<file path="src/rtl/calc_input_controller.sv">
// calc_input_controller
//   Turns keypad tokens into stack-calculator commands. Digit keys build a
//   decimal operand. Enter and operator keys issue PUSH and/or arithmetic
//   commands over a valid/ready handshake.
// Ports:
//   clk, rst        clock; synchronous active-high reset
//   token[3:0]      0-9 digit, A add, B sub, C mul, D enter, E clear, F drop
//   token_valid     level flag; only its rising edge accepts a token
//   cmd_valid/ready handshake to the stack unit
//   cmd_op[2:0]     000 PUSH, 001 ADD, 010 SUB, 011 MUL, 100 DROP
//   cmd_data        PUSH operand, otherwise 0
//   entry_value     operand being typed (drives the display)
//   entry_active    at least one digit since the last push/clear
//   token_drop      one-cycle pulse when a token is discarded
module calc_input_controller #(
    parameter int WIDTH = 16
) (
    input  logic             clk,
    input  logic             rst,
    input  logic [3:0]       token,
    input  logic             token_valid,
    output logic             cmd_valid,
    output logic [2:0]       cmd_op,
    output logic [WIDTH-1:0] cmd_data,
    input  logic             cmd_ready,
    output logic [WIDTH-1:0] entry_value,
    output logic             entry_active,
    output logic             token_drop
);

    typedef enum logic [1:0] {IDLE, ISSUE_PUSH, ISSUE_OP} state_t;

    localparam logic [2:0] OP_PUSH = 3'b000;
    localparam logic [2:0] OP_ADD  = 3'b001;
    localparam logic [2:0] OP_SUB  = 3'b010;
    localparam logic [2:0] OP_MUL  = 3'b011;
    localparam logic [2:0] OP_DROP = 3'b100;

    state_t           state;
    logic             tv_d;
    logic [2:0]       pend_op;
    logic             has_op;

    logic             tok_edge;
    logic [WIDTH+3:0] ext;
    logic [WIDTH+3:0] next_val;
    logic             ovf;
    logic [2:0]       tok_op;

    assign tok_edge = token_valid & ~tv_d;

    // entry*10 + digit as shift-and-add; 4 extra bits cover the worst case
    assign ext      = {4'b0000, entry_value};
    assign next_val = (ext << 3) + (ext << 1) + {{WIDTH{1'b0}}, token};
    assign ovf      = |next_val[WIDTH+3:WIDTH];

    always_comb begin
        tok_op = OP_DROP;
        case (token)
            4'hA:    tok_op = OP_ADD;
            4'hB:    tok_op = OP_SUB;
            4'hC:    tok_op = OP_MUL;
            default: tok_op = OP_DROP;
        endcase
    end

    always_ff @(posedge clk) begin
        if (rst) begin
            state        <= IDLE;
            // loading the live level means a key already held at reset
            // release is never taken as a fresh press
            tv_d         <= token_valid;
            pend_op      <= OP_PUSH;
            has_op       <= 1'b0;
            cmd_valid    <= 1'b0;
            cmd_op       <= OP_PUSH;
            cmd_data     <= '0;
            entry_value  <= '0;
            entry_active <= 1'b0;
            token_drop   <= 1'b0;
        end else begin
            tv_d       <= token_valid;
            token_drop <= 1'b0;
            case (state)
                IDLE: begin
                    if (tok_edge) begin
                        if (token <= 4'd9) begin
                            if (ovf) begin
                                token_drop <= 1'b1;
                            end else begin
                                entry_value  <= next_val[WIDTH-1:0];
                                entry_active <= 1'b1;
                            end
                        end else if (token == 4'hE) begin
                            entry_value  <= '0;
                            entry_active <= 1'b0;
                        end else if (token == 4'hD) begin
                            // enter with nothing typed is silently ignored
                            if (entry_active) begin
                                state     <= ISSUE_PUSH;
                                has_op    <= 1'b0;
                                cmd_valid <= 1'b1;
                                cmd_op    <= OP_PUSH;
                                cmd_data  <= entry_value;
                            end
                        end else begin
                            pend_op <= tok_op;
                            if (entry_active) begin
                                // flush the typed operand before the operator
                                state     <= ISSUE_PUSH;
                                has_op    <= 1'b1;
                                cmd_valid <= 1'b1;
                                cmd_op    <= OP_PUSH;
                                cmd_data  <= entry_value;
                            end else begin
                                state     <= ISSUE_OP;
                                has_op    <= 1'b0;
                                cmd_valid <= 1'b1;
                                cmd_op    <= tok_op;
                                cmd_data  <= '0;
                            end
                        end
                    end
                end
                ISSUE_PUSH: begin
                    if (tok_edge) token_drop <= 1'b1;
                    if (cmd_ready) begin
                        entry_value  <= '0;
                        entry_active <= 1'b0;
                        cmd_data     <= '0;
                        if (has_op) begin
                            // cmd_valid stays high: back-to-back op
                            state  <= ISSUE_OP;
                            cmd_op <= pend_op;
                            has_op <= 1'b0;
                        end else begin
                            state     <= IDLE;
                            cmd_valid <= 1'b0;
                            cmd_op    <= OP_PUSH;
                        end
                    end
                end
                ISSUE_OP: begin
                    if (tok_edge) token_drop <= 1'b1;
                    if (cmd_ready) begin
                        state     <= IDLE;
                        cmd_valid <= 1'b0;
                        cmd_op    <= OP_PUSH;
                    end
                end
                default: state <= IDLE;
            endcase
        end
    end

endmodule

</file>
<file path="config.mk">
export PLATFORM = sky130hd
export DESIGN_NAME = calc_input_controller
export DESIGN_NICKNAME = d
export VERILOG_FILES = /design/src/rtl/calc_input_controller.sv
export SDC_FILE = /design/constraint.sdc
export NUM_CORES = 1
export LEC_CHECK = 0
export BUFFER_PORTS_ARGS = -buffer_cell sky130_fd_sc_hd__buf_4
export CORE_MARGIN = 2
export CORE_UTILIZATION = 55
export CTS_BUF_LIST = sky130_fd_sc_hd__clkbuf_4
export DETAILED_ROUTE_END_ITERATION = 10
export PLACE_DENSITY = 0.78
export SLEW_MARGIN = 30
export SYNTH_ARGS = -nofsm -noshare
export SYNTH_HDL_FRONTEND = slang
export SYNTH_SLANG_ARGS = --single-unit
</file>
<file path="constraint.sdc">
create_clock -name clk -period 6.8 [get_ports clk]
set_input_delay 0.68 -clock clk [delete_from_list [all_inputs] [get_ports clk]]
set_output_delay 0.68 -clock clk [all_outputs]
set_load 0.005 [all_outputs]
</file>
==> results.json <==
{
  "area_growth_pct": 15.2,
  "hold_path.class": "input pin to register",
  "cts_tree": "yes",
  "layout_common_cells": "46 x buf_4, 45 x dfxtp_1, 41 x a21oi_1",
  "ant_nets": 0,
  "drive_gt1_share_pct": 18.1,
  "cts_resized": 0,
  "cts_buffer_depth": 2,
  "crit_type": "register to register",
  "cp_slowest_cell": "a221oi_4",
  "dieWidth_um": 75.5,
  "drt-total-wl_mm": 6.46,
  "p_per_area_nw_per_um2": 247,
  "io_buffers": 45,
  "ys_warn_count": 0,
  "max-vdd-ir-drop_v": 0.000118,
  "min_period_over_period_pct": 53.6,
  "crit_family": "compound AO/OA/AOI/OAI gates",
  "dp_cells": 426,
  "root_buffer": "clkbuf_4",
  "ys_seq_area_share_pct": 32.0,
  "synth_ff_type": "dfxtp_1",
  "synth_cells": 321,
  "synth-async-reset-ratio_pct": 0,
  "period_needed_ns": 3.64,
  "fp.dieH_um": 75.5,
  "start_util_pct": 56.1,
  "ys_ff_latch": 45,
  "syn_area_per_cell_um2": 8.76,
  "grt_max_degree": 30,
  "synth_area_um2": 2810,
  "critPathMaxStageDelay_ns": 0.71,
  "tightest_slew_ns": 0.834,
  "hold_buffers": 0,
  "synth_top_area_share_pct": 32.0,
  "wire_per_inst_um": 14.9,
  "dr.pass1.iters": 4,
  "path_buf_inv": 2,
  "coreArea_um2": 5010,
  "numCtsBuffers": 5,
  "cp.required_ns": 7.11,
  "n_antenna_cell": 0,
  "power_leakage_nw": 1.54,
  "final_util_pct": 64.7,
  "syn_nets": 366,
  "finalClockSkew_ns": 0.0108,
  "insertion_delay_ns": 0.37,
  "rsz0062_at_grt": "false",
  "fin_nets": 408,
  "grt_antenna_before_repair": 0,
  "cts_setup_buffers": 0,
  "clkSinkCount": 45,
  "place_congestion": 0.856,
  "startpoint_type": "register",
  "h-tree-depth": 2,
  "cap_violations": 0,
  "vias_per_cell": 5.64,
  "relSlewSlack_pct": 44.4,
  "io_pins": 46,
  "end_kind": "register",
  "drc": 0,
  "synth_area_leaders": "dfxtp_1 32%, ha_1 16%, a21oi_1 7.3%",
  "status": "complete, no violations",
  "fin_cells": 434,
  "finalHoldWorstSlack_ns": 0.423,
  "synth_edf_count": 0,
  "setup_viol": 0,
  "cp_max_fo": 17,
  "rows": 26,
  "path_common_cell": "inv_1",
  "final-max-slew-violation-count": 0,
  "arrival_ns": 3.95,
  "via_count": 2446,
  "drt_iter0_drc": 155,
  "finalHoldViolations": 0,
  "die-area_um2": 5700,
  "overflow": 0,
  "yosysTopAreaCell": "dfxtp_1",
  "track_usage_pct": 23.9,
  "crit_chain": "inv_1 > fa_1 > inv_1 > ha_1 > a211oi_1 > o21a_2 > o21ai_4 > a32oi_2 > mux2i_1 > nor2_2 > a221oi_4 > a22o_1",
  "synth_cell_types": 45,
  "fmax_ghz": 0.274,
  "final_common_cell": "buf_4",
  "setup_tns_ns": 0,
  "grt_pass1_vias": 2300,
  "path_clk_slew_ns": 0.14,
  "grt_pass1_wl_mm": 10.5,
  "place_hpwl_mm": 4.77
}
## per-stage QoR
| step | instance area [µm²] | total power [mW] | setup slack (ns) |
|---|---|---|---|
| after floorplan | 2810 | 0.574 | 3.44 |
| after global placement | 3180 | 0.662 | 2.98 |
| after detailed placement | 3190 | 0.668 | 2.82 |
| after CTS | 3240 | 0.802 | 3.16 |
| after global routing | 3240 | 0.855 | 2.96 |
| final | 3240 | 0.799 | 3.16 |
## flip-flops by register name, indices dropped and copies added (netlist names), 2 cells and up
name,cells
entry_value,16
cmd_op,3
pend_op,3
cmd_data,16
state,2
## synthesized netlist by cell type (all sizes together), types with 2 or more instances
cell and number:
and3 4, nand3 16, nand4b 2, xor2 6, nand4 2, mux2i 5
a21o 4, a31oi 2, a21oi 41, nor3b 2, dfxtp 45, a211oi 6
nor2b 6, a22oi 3, clkbuf 6, a31o 2, fa 2, xnor2 9
inv 15, o211ai 2, nand2 28, buf 5, a22o 15, o21a 2
nand2b 9, o21ai 14, ha 35, nor3 4, nor2 23
## final cells by class
cell class	instances	area, µm²
sequential	45	901
multi-input combinational	250	1800
clock inverter	2	10.0
clock buffer	6	45.0
inverter	15	56.3
timing repair buffer	46	345
tap	70	87.6
fill	461	1770
## metal layers
layer  up-vias  GRT usage, %  share of wire, %
li1       1243             -                 -
met1      1140          31.3                48
met2        56          40.2                47
met3         7          3.97               3.2
met4         0          7.60               1.0
met5         -             0                 0
## path summary, 6_finish.rpt
path | start | end | slack (ns) | cells after the start
max | entry_value[0]$_SDFFE_PP0P_ | entry_value[14]$_SDFFE_PP0P_ | 3.16 | 12
min | token_valid | tv_d$_DFF_P_ | 0.42 | 1
max reg2reg | entry_value[0]$_SDFFE_PP0P_ | entry_value[14]$_SDFFE_PP0P_ | 3.16 | 12
min reg2reg | cmd_data[8]$_SDFFE_PP0P_ | cmd_data[8]$_SDFFE_PP0P_ | 0.46 | 2
## report_power, final
part	total, mW	switching (mW)	internal, mW
Combinational	0.345	0.215	0.130
Clock	0.133	0.0899	0.0436
Sequential	0.321	0.0274	0.294
## logic make-up (layout without fill, tap and decap cells)
kind of cell,after synthesis,count (layout),share of synthesized area (%)
DFF,45,45,32.0
buffers and inverters,26,69,4.23
xor gates and xnor gates,15,15,4.67
adders and majority gates,37,37,17.0
and+or+nand+nor,96,96,16.7
muxes,5,5,1.78
AOI/OAI and AO/OA,97,97,23.6
## worst reg2reg max path: cells and delay by family, from the launching register on
kind / cells / cell delay, ns
AO/OA/AOI/OAI: 6 / 1.79
adder cells (fa/ha/maj): 2 / 0.86
flip-flops: 1 / 0.45
multiplexers: 1 / 0.25
buffers and inverters: 2 / 0.15
AND/OR/NAND/NOR: 1 / 0.09
(Power assumes the default switching activity.)
